## src/rtl/hazard_controller_if.sv

```systemverilog
// Hazard controller interface: groups the pipeline-side hazard inputs and the
// controller's stall/flush/forward/memory-request outputs.
//   master : pipeline/testbench side (drives register indices, enables, MemAck)
//   slave  : hazard controller side (drives stalls, flushes, forwards, counters)
interface hazard_controller_if;
  // Register indices from Decode, Execute, Memory and Writeback
  logic [4:0]  Rs1D;
  logic [4:0]  Rs2D;
  logic [4:0]  Rs1E;
  logic [4:0]  Rs2E;
  logic [4:0]  RdE;
  logic [4:0]  RdM;
  logic [4:0]  RdW;
  // Pipeline status
  logic        RegWriteM;
  logic        RegWriteW;
  logic        LoadE;
  logic        PCSrcE;
  logic        MemAccessM;
  logic        MemAck;
  // Controller outputs
  logic        MemReq;
  logic        StallF;
  logic        StallD;
  logic        StallE;
  logic        StallM;
  logic        FlushD;
  logic        FlushE;
  logic        FlushW;
  logic [1:0]  ForwardAE;
  logic [1:0]  ForwardBE;
  logic [15:0] StallCount;
  logic [15:0] FlushCount;
  logic        MemTimeout;

  modport master (
    output Rs1D, Rs2D, Rs1E, Rs2E, RdE, RdM, RdW,
    output RegWriteM, RegWriteW, LoadE, PCSrcE, MemAccessM, MemAck,
    input  MemReq, StallF, StallD, StallE, StallM,
    input  FlushD, FlushE, FlushW, ForwardAE, ForwardBE,
    input  StallCount, FlushCount, MemTimeout
  );

  modport slave (
    input  Rs1D, Rs2D, Rs1E, Rs2E, RdE, RdM, RdW,
    input  RegWriteM, RegWriteW, LoadE, PCSrcE, MemAccessM, MemAck,
    output MemReq, StallF, StallD, StallE, StallM,
    output FlushD, FlushE, FlushW, ForwardAE, ForwardBE,
    output StallCount, FlushCount, MemTimeout
  );
endinterface

```

## src/rtl/hazard_controller.sv

```systemverilog
// Hazard controller for a five-stage pipeline.
// Detects load-use and data-memory wait hazards, produces stall/flush controls,
// selects ALU operand forwarding, keeps stall/flush performance counters and a
// sticky watchdog for memory requests that never complete.
// Ports:
//   clk  : rising-edge clock
//   rst  : synchronous active-high reset
//   hif  : hazard_controller_if.slave (pipeline indices/status in; stall, flush,
//          forward, MemReq, StallCount, FlushCount, MemTimeout out)
module hazard_controller (
  input  logic               clk,
  input  logic               rst,
  hazard_controller_if.slave hif
);

  localparam int unsigned RegIdxW = 5;
  localparam int unsigned CntW    = 16;
  localparam int unsigned WaitW   = 8;

  localparam logic [CntW-1:0]    CntMax     = '1;
  localparam logic [WaitW-1:0]   WaitMax    = '1;
  localparam logic [WaitW-1:0]   WaitPreMax = WaitW'(254);
  localparam logic [RegIdxW-1:0] RegZero    = '0;

  typedef enum logic [0:0] {
    RUN      = 1'b0,
    MEM_WAIT = 1'b1
  } state_t;

  state_t            state;
  state_t            stateNext;
  logic              memReq;
  logic              memStall;
  logic              lwStall;
  logic              branchTaken;
  logic              stallFD;
  logic              flushD;
  logic [1:0]        fwdA;
  logic [1:0]        fwdB;
  logic [WaitW-1:0]  waitCnt;
  logic [CntW-1:0]   stallCnt;
  logic [CntW-1:0]   flushCnt;
  logic              memTimeout;

  // Forward select for one Execute source: Memory result wins over Writeback; x0 never forwards
  function automatic logic [1:0] fwdSel(
    input logic [RegIdxW-1:0] rs,
    input logic               regWriteM,
    input logic [RegIdxW-1:0] rdM,
    input logic               regWriteW,
    input logic [RegIdxW-1:0] rdW
  );
    logic [1:0] sel;
    sel = 2'b00;
    if (regWriteM && (rdM != RegZero) && (rdM == rs)) begin
      sel = 2'b10;
    end else if (regWriteW && (rdW != RegZero) && (rdW == rs)) begin
      sel = 2'b01;
    end
    return sel;
  endfunction

  // Next-state and memory request; reset abandons an outstanding request immediately
  always_comb begin
    stateNext = state;
    memReq    = 1'b0;
    case (state)
      RUN: begin
        memReq = hif.MemAccessM;
        if (hif.MemAccessM && !hif.MemAck) begin
          stateNext = MEM_WAIT;
        end
      end
      MEM_WAIT: begin
        memReq = 1'b1;
        if (hif.MemAck) begin
          stateNext = RUN;
        end
      end
      default: begin
        stateNext = RUN;
      end
    endcase
    if (rst) begin
      memReq    = 1'b0;
      stateNext = RUN;
    end
  end

  // Hazard detection; everything is quiet while reset is held
  always_comb begin
    memStall    = memReq && !hif.MemAck;
    lwStall     = !rst && hif.LoadE && (hif.RdE != RegZero) &&
                  ((hif.RdE == hif.Rs1D) || (hif.RdE == hif.Rs2D));
    branchTaken = !rst && hif.PCSrcE;
    stallFD     = lwStall || memStall;
    // A frozen Execute stage must not be flushed; the branch lands once the memory stall clears
    flushD      = branchTaken && !memStall;
    fwdA        = 2'b00;
    fwdB        = 2'b00;
    if (!rst) begin
      fwdA = fwdSel(hif.Rs1E, hif.RegWriteM, hif.RdM, hif.RegWriteW, hif.RdW);
      fwdB = fwdSel(hif.Rs2E, hif.RegWriteM, hif.RdM, hif.RegWriteW, hif.RdW);
    end
  end

  assign hif.MemReq     = memReq;
  assign hif.StallF     = stallFD;
  assign hif.StallD     = stallFD;
  assign hif.StallE     = memStall;
  assign hif.StallM     = memStall;
  assign hif.FlushD     = flushD;
  assign hif.FlushE     = (lwStall || branchTaken) && !memStall;
  assign hif.FlushW     = memStall;
  assign hif.ForwardAE  = fwdA;
  assign hif.ForwardBE  = fwdB;
  assign hif.StallCount = stallCnt;
  assign hif.FlushCount = flushCnt;
  assign hif.MemTimeout = memTimeout;

  // FSM state register
  always_ff @(posedge clk) begin
    if (rst) begin
      state <= RUN;
    end else begin
      state <= stateNext;
    end
  end

  // Wait counter, sticky watchdog and saturating performance counters
  always_ff @(posedge clk) begin
    if (rst) begin
      waitCnt    <= '0;
      memTimeout <= 1'b0;
      stallCnt   <= '0;
      flushCnt   <= '0;
    end else begin
      if ((state == RUN) && (stateNext == MEM_WAIT)) begin
        waitCnt <= '0;
      end else if ((state == MEM_WAIT) && (waitCnt != WaitMax)) begin
        waitCnt <= waitCnt + WaitW'(1);
      end
      // Flag on the edge where the wait counter reaches its limit with no ack
      if ((state == MEM_WAIT) && !hif.MemAck && (waitCnt == WaitPreMax)) begin
        memTimeout <= 1'b1;
      end
      if (stallFD && (stallCnt != CntMax)) begin
        stallCnt <= stallCnt + CntW'(1);
      end
      if (flushD && (flushCnt != CntMax)) begin
        flushCnt <= flushCnt + CntW'(1);
      end
    end
  end

endmodule
```

## src/flat_wrapper.sv

```systemverilog
// flat-port wrapper written by rule: the top's interface ports become plain ports
module hazard_controller_flat 
  (clk, rst, hif_Rs1D, hif_Rs2D, hif_Rs1E, hif_Rs2E, hif_RdE, hif_RdM, hif_RdW, hif_RegWriteM, hif_RegWriteW, hif_LoadE, hif_PCSrcE, hif_MemAccessM, hif_MemAck, hif_MemReq, hif_StallF, hif_StallD, hif_StallE, hif_StallM, hif_FlushD, hif_FlushE, hif_FlushW, hif_ForwardAE, hif_ForwardBE, hif_StallCount, hif_FlushCount, hif_MemTimeout);
  hazard_controller_if hif_i ();
  input  logic clk;
  input  logic rst;
  input wire logic [$bits(hif_i.Rs1D)-1:0] hif_Rs1D;
  input wire logic [$bits(hif_i.Rs2D)-1:0] hif_Rs2D;
  input wire logic [$bits(hif_i.Rs1E)-1:0] hif_Rs1E;
  input wire logic [$bits(hif_i.Rs2E)-1:0] hif_Rs2E;
  input wire logic [$bits(hif_i.RdE)-1:0] hif_RdE;
  input wire logic [$bits(hif_i.RdM)-1:0] hif_RdM;
  input wire logic [$bits(hif_i.RdW)-1:0] hif_RdW;
  input wire logic [$bits(hif_i.RegWriteM)-1:0] hif_RegWriteM;
  input wire logic [$bits(hif_i.RegWriteW)-1:0] hif_RegWriteW;
  input wire logic [$bits(hif_i.LoadE)-1:0] hif_LoadE;
  input wire logic [$bits(hif_i.PCSrcE)-1:0] hif_PCSrcE;
  input wire logic [$bits(hif_i.MemAccessM)-1:0] hif_MemAccessM;
  input wire logic [$bits(hif_i.MemAck)-1:0] hif_MemAck;
  output wire logic [$bits(hif_i.MemReq)-1:0] hif_MemReq;
  output wire logic [$bits(hif_i.StallF)-1:0] hif_StallF;
  output wire logic [$bits(hif_i.StallD)-1:0] hif_StallD;
  output wire logic [$bits(hif_i.StallE)-1:0] hif_StallE;
  output wire logic [$bits(hif_i.StallM)-1:0] hif_StallM;
  output wire logic [$bits(hif_i.FlushD)-1:0] hif_FlushD;
  output wire logic [$bits(hif_i.FlushE)-1:0] hif_FlushE;
  output wire logic [$bits(hif_i.FlushW)-1:0] hif_FlushW;
  output wire logic [$bits(hif_i.ForwardAE)-1:0] hif_ForwardAE;
  output wire logic [$bits(hif_i.ForwardBE)-1:0] hif_ForwardBE;
  output wire logic [$bits(hif_i.StallCount)-1:0] hif_StallCount;
  output wire logic [$bits(hif_i.FlushCount)-1:0] hif_FlushCount;
  output wire logic [$bits(hif_i.MemTimeout)-1:0] hif_MemTimeout;
  assign hif_i.Rs1D = hif_Rs1D;
  assign hif_i.Rs2D = hif_Rs2D;
  assign hif_i.Rs1E = hif_Rs1E;
  assign hif_i.Rs2E = hif_Rs2E;
  assign hif_i.RdE = hif_RdE;
  assign hif_i.RdM = hif_RdM;
  assign hif_i.RdW = hif_RdW;
  assign hif_i.RegWriteM = hif_RegWriteM;
  assign hif_i.RegWriteW = hif_RegWriteW;
  assign hif_i.LoadE = hif_LoadE;
  assign hif_i.PCSrcE = hif_PCSrcE;
  assign hif_i.MemAccessM = hif_MemAccessM;
  assign hif_i.MemAck = hif_MemAck;
  assign hif_MemReq = hif_i.MemReq;
  assign hif_StallF = hif_i.StallF;
  assign hif_StallD = hif_i.StallD;
  assign hif_StallE = hif_i.StallE;
  assign hif_StallM = hif_i.StallM;
  assign hif_FlushD = hif_i.FlushD;
  assign hif_FlushE = hif_i.FlushE;
  assign hif_FlushW = hif_i.FlushW;
  assign hif_ForwardAE = hif_i.ForwardAE;
  assign hif_ForwardBE = hif_i.ForwardBE;
  assign hif_StallCount = hif_i.StallCount;
  assign hif_FlushCount = hif_i.FlushCount;
  assign hif_MemTimeout = hif_i.MemTimeout;
  hazard_controller u_core (.clk(clk), .rst(rst), .hif(hif_i));
endmodule
```

## config.mk

```make
export PLATFORM = sky130hd
export DESIGN_NAME = hazard_controller_flat
export DESIGN_NICKNAME = d
export VERILOG_FILES = /design/src/rtl/hazard_controller_if.sv /design/src/rtl/hazard_controller.sv /design/src/flat_wrapper.sv
export SDC_FILE = /design/constraint.sdc
export NUM_CORES = 1
export LEC_CHECK = 0
export ABC_AREA = 1
export CAP_MARGIN = 30
export CORE_UTILIZATION = 47
export DETAILED_ROUTE_END_ITERATION = 8
export PLACE_DENSITY = 0.81
export SETUP_SLACK_MARGIN = 0.4
export SYNTH_ARGS = -nofsm -noshare
export SYNTH_HDL_FRONTEND = slang
export SYNTH_SLANG_ARGS = --single-unit
```

## constraint.sdc

```tcl
create_clock -name clk -period 2.01 [get_ports clk]
set_clock_uncertainty 0.05 [all_clocks]
set_input_delay 0.201 -clock clk [delete_from_list [all_inputs] [get_ports clk]]
set_output_delay 0.201 -clock clk [all_outputs]
set_load 0.05 [all_outputs]
```

## After elaboration in Yosys (flattened, before gate mapping)

Cells that the tools add are included.

- Flip-flop bits (word level): 42

- Multiplexer cells: 12
- Eq/ne operators: 10
- $add $sub $neg: 3
- Bitwise logic cells: 1
- Reduce and logical (&&, ||, !) cells: 30

Operators by type and width:

| kind | number |
|---|---|
| $add A16 B1 Y16 const B | 2 |
| $ne A16 B16 Y1 const B | 2 |
| $eq A5 B5 Y1 | 6 |
| $logic_and A1 B1 Y1 | 20 |
| $reduce_bool A5 Y1 | 3 |
| $add A8 B1 Y8 const B | 1 |
| $eq A8 B8 Y1 const B | 1 |
| $mux W2 | 4 |
| $ne A8 B8 Y1 const B | 1 |
| $mux W1 | 6 |
| $pmux W1 S2 | 2 |
| $logic_not A1 Y1 | 3 |
| $logic_or A1 B1 Y1 | 3 |
| $reduce_or A2 Y1 | 1 |
| $not A1 Y1 | 1 |

## Logic depth before layout (Yosys ltp)

- Depth after elaboration: 7
- Depth in mapped cells: 12
- Mapped depth without buffers: 12

## Worst setup path before layout

Ideal clock, no wire load.

- Path type: register to output
- Start point: reg u_core.state
- End point: out hif_FlushE
- Data required time: 1759 ps
- Slack: -349 ps
- Arrival time: 2108 ps
- Stages on the path, launching flop included: 6
- Cells stage by stage: dfxtp_1 > nor2_1 > nor2_2 > nand2_2 > inv_1 > o21ai_0

- Cells in the longest elaborated chain, start to end: 6

Ends and longest elaborated chain:

| item | line | source |
|---|---|---|
| start: declaration | hazard_controller.sv:30 | `state_t state;` |
| start signal: assignment | hazard_controller.sv:126 | `state <= stateNext;` |
| $not A1 Y1 | hazard_controller.sv:67 | `case (state)` |
| $pmux W1 S2 * | hazard_controller.sv:67 |  |
| $mux W1 * | hazard_controller.sv:84 | `if (rst) begin` |
| named net hif_MemReq | flat_wrapper.sv:20 | `output wire logic [$bits(hif_i.MemReq)-1:0] hif_MemReq;` |
| $logic_and A1 B1 Y1 * | hazard_controller.sv:92 | `memStall = memReq && !hif.MemAck;` |
| named net hif_FlushW | flat_wrapper.sv:27 | `output wire logic [$bits(hif_i.FlushW)-1:0] hif_FlushW;` |
| $logic_not A1 Y1 * | hazard_controller.sv:113 | `assign hif.FlushE = (lwStall \|\| branchTaken) && !memStall;` |
| $logic_and A1 B1 Y1 * | hazard_controller.sv:113 |  |
| end: declaration | flat_wrapper.sv:26 | `output wire logic [$bits(hif_i.FlushE)-1:0] hif_FlushE;` |

Mark *: on every way through the listed nets, which the timed path passes. The rest lies on a longest branch.

## Final worst setup path

- Start point: reg u_core.flushCnt[1] (netlist: u_core.hif.FlushCount[1])
- End point: reg u_core.flushCnt[15] (netlist: u_core.hif.FlushCount[15])

- Cells in the longest elaborated chain, start to end: 2

Ends and longest elaborated chain:

| item | line | source |
|---|---|---|
| start: declaration | hazard_controller.sv:42 | `logic [CntW-1:0] flushCnt;` |
| start signal: assignment | hazard_controller.sv:151 | `flushCnt <= flushCnt + CntW'(1);` |
| parallel branches: the longest is 2 deep, another holds $add A16 B1 Y16 | -- |  |

Several ways; the timed one is not identified.
A chain may end at the register's enable or synchronous reset.

==> results_dict.tcl <==
set metrics [dict create \
    status "completed" \
    timing.setup.tns_ps 0 \
    reg2reg_setup_slack_ps 270 \
    synth_edf_count 0 \
    setup.worst_path.start "u_core.hif.FlushCount[1]" \
    ys_seq_elements 42 \
    ctsHoldBuffers 0 \
    ir_drop_mv 0.323 \
    rsz0062_at_grt "true" \
    cp_cell_sequence "ha_4 > nand2_2 > inv_2 > nand2_4 > nor2_4 > nand3_2 > nand2_4 > clkinv_8 > buf_8 > nand4_1 > nand2_1 > nor2_1" \
    grt_first_pass_wirelength_mm 13.6 \
    ys_warn_count 0 \
    hold_viol 0 \
    grt_remaining_overflow 0 \
    area_growth_pct 66.8 \
    wire_per_inst_um 16.1 \
    cp-endpoint "u_core.hif.FlushCount[15]" \
    antenna_found_initial 0 \
    slew_headroom 0.660 \
    grtUsageTotal 0.274 \
    cp-end-kind "flip-flop" \
    grt_pass1_vias 3114 \
    boundaryPins 88 \
    avgSynthCellArea_um2 6.33 \
    place.gp.congestion 0.915 \
    cp_slowest_cell "dfxtp_4" \
    critical_path_arrival_ps 1940 \
    synth.cell_area_mm2 0.00277 \
    firstDrtPassIters 5 \
    cts.clk_slew.worst_paths_ps 100 \
    initial_core_util 0.495 \
    synth_cell_types 33 \
    crit_cells 12 \
    r2r_cells 12 \
    reg2reg_from "u_core.hif.FlushCount[1]" \
    synth_top_flop_cell "dfxtp_1" \
    vias 3456 \
    synth.yosys.seq_area_share 0.303 \
    crit_fanout 8 \
    cp_num_buf_inv 3 \
    die_h_um 78.8 \
    drtIter0Drc 225 \
    syn_inst 438 \
    setup_viol 0 \
    tritoncts "yes" \
    cts_buffers 5 \
    clk_root_buffer_cell "clkbuf_8" \
    hp-class "primary input to flip-flop" \
    post_dp_cell_area_mm2 0.00398 \
    port_buffers 87 \
    grt_start_max_net_pins 29 \
    cp_top_family "simple AND/OR/NAND/NOR gates" \
    whs_ps 416 \
    fin_ws_ps 266 \
    htreeDepth 2 \
    worstMarginPinSlew_ps 512 \
    finalCriticalPeriod_ps 1740 \
    drt-total-wl_mm 10.1 \
    clock_sinks 42 \
    p_leak_nw 2.07 \
    clock_path_buffers 2 \
    worstReg2RegEnd "u_core.hif.FlushCount[15]" \
    max_cap_viol_count 0 \
    drive_above_1_share 0.370 \
    power.density_mw_per_mm2 410 \
    startpoint_type "flip-flop" \
    ys_async_sr_fraction 0 \
    drv_slew 0 \
    fmax_mhz 574 \
    critPathRequiredTime_ps 2210 \
    period_share 0.867 \
    total_power_mw 1.90 \
    via_per_inst 5.49 \
    dieArea_mm2 0.00621 \
    drc 0 \
    nets 603 \
    finalInstanceArea_mm2 0.00463 \
    n_antenna_cell 0 \
    core.rowCount 27 \
    cp_common_cell "nand2_4" \
    syn-num-nets 485 \
    pre_cts_slack_ps -14.5 \
    die_x_um 78.8 \
    cpPeakStageDelay_ps 390 \
    core-area_mm2 0.00561 \
    path_class "flip-flop to flip-flop" \
    dp_hpwl_mm 5.85 \
    postRouteAntennaNets 0 \
    insertion_delay_ps 310 \
]
## layout make-up
cell class / instances / area (um2)
Clock inverter: 3 / 16.3
Timing Repair Buffer: 123 / 1200
Tap cell: 72 / 90.1
Clock buffer: 5 / 68.8
Fill cell: 344 / 982
Inverter: 61 / 265
Multi-Input combinational cell: 323 / 2090
Sequential cell: 42 / 890
## stage by stage
step / cells / util
2_1_floorplan: 438 / -
6_report: 629 / 0.825
4_1_cts: 614 / 0.744
3_3_place_gp: 591 / 0.709
3_5_place_dp: 591 / 0.709
5_1_grt: 629 / 0.825
## worst register-to-register path, stage by stage, from the launching register on
cell	delay [ps]
dfxtp_4	390
ha_4	150
nand2_2	60
inv_2	90
nand2_4	70
nor2_4	130
nand3_2	100
nand2_4	130
clkinv_8	100
buf_8	150
nand4_1	90
nand2_1	90
nor2_1	110
## layout by cell type (no fill, tap or decap), types with 13 or more instances in the layout
cell	instances
buf_4	27
buf_12	13
xor2_1	14
nand3_2	13
dfxtp_1	13
nor2_4	16
dfxtp_2	24
dlygate4sd2_1	48
nor2_1	45
nand3_1	20
inv_1	45
a21oi_2	13
nand2_1	85
a21oi_1	25
## layer usage
metal  vias to the layer above  global-route usage  wire, um
met2                       176               0.513      5180
met3                        51              0.0506       550
li1                       1639                   -         -
met5                         -                   0         0
met4                         0              0.0927       469
met1                      1590               0.309      3890
## state kept, by name (all words and copies together), names as in the netlist
| name | count |
|---|---|
| u_core.waitCnt | 8 |
| u_core.hif.StallCount | 16 |
| u_core.hif.FlushCount | 16 |
| u_core.hif.MemTimeout | 1 |
| u_core.state | 1 |
## worst min path at each step
| stage | startpoint | endpoint | depth (start not counted) |
|---|---|---|---|
| 2_1_floorplan | hif_MemAck | u_core.state | 3 |
| 3_3_place_gp | u_core.hif.MemTimeout | u_core.hif.MemTimeout | 2 |
| 3_5_place_dp | u_core.hif.MemTimeout | u_core.hif.MemTimeout | 2 |
| 4_1_cts | rst | u_core.state | 4 |
| 5_1_grt | rst | u_core.state | 4 |
| 6_report | rst | u_core.state | 4 |
## cell usage after synthesis, types with 3 or more instances
cell / count / area (um2)
a21oi_1: 37 / 185
buf_2: 3 / 15.0
buf_4: 7 / 52.6
dfxtp_1: 42 / 841
ha_1: 4 / 50.1
inv_1: 56 / 210
inv_2: 4 / 15.0
nand2_1: 101 / 379
nand2_2: 6 / 37.5
nand3_1: 32 / 160
nand4_1: 7 / 43.8
nor2_1: 60 / 225
nor2_2: 3 / 18.8
nor3_1: 13 / 65.1
nor4_1: 5 / 31.3
o21ai_0: 12 / 60.1
o21ai_1: 3 / 15.0
xnor2_1: 9 / 78.8
xor2_1: 14 / 123
## report_power, final
part           switching (mW)  internal, mW  total, mW
logic                   0.261         0.211      0.473
clock network           0.332         0.239      0.570
registers              0.0138         0.839      0.853
## cell families (layout without fill, tap and decap cells)
kind of cell / after synthesis / in the layout / synth area share
AND/OR/NAND/NOR: 239 / 239 / 0.386
buffers and inverters: 73 / 192 / 0.113
XOR/XNOR: 23 / 23 / 0.0726
flip-flops: 42 / 42 / 0.303
AO/OA/AOI/OAI: 57 / 57 / 0.108
adder cells (fa/ha/maj): 4 / 4 / 0.0180
## timing repair
item | in CTS | in global routing
endpoints found under the setup margin | 62 | 43
buffers inserted | 14 | 15
cloned | 1 | 0
pin swaps | 29 | 60
resized for setup | 99 | 137
(Power assumes the default switching activity.)
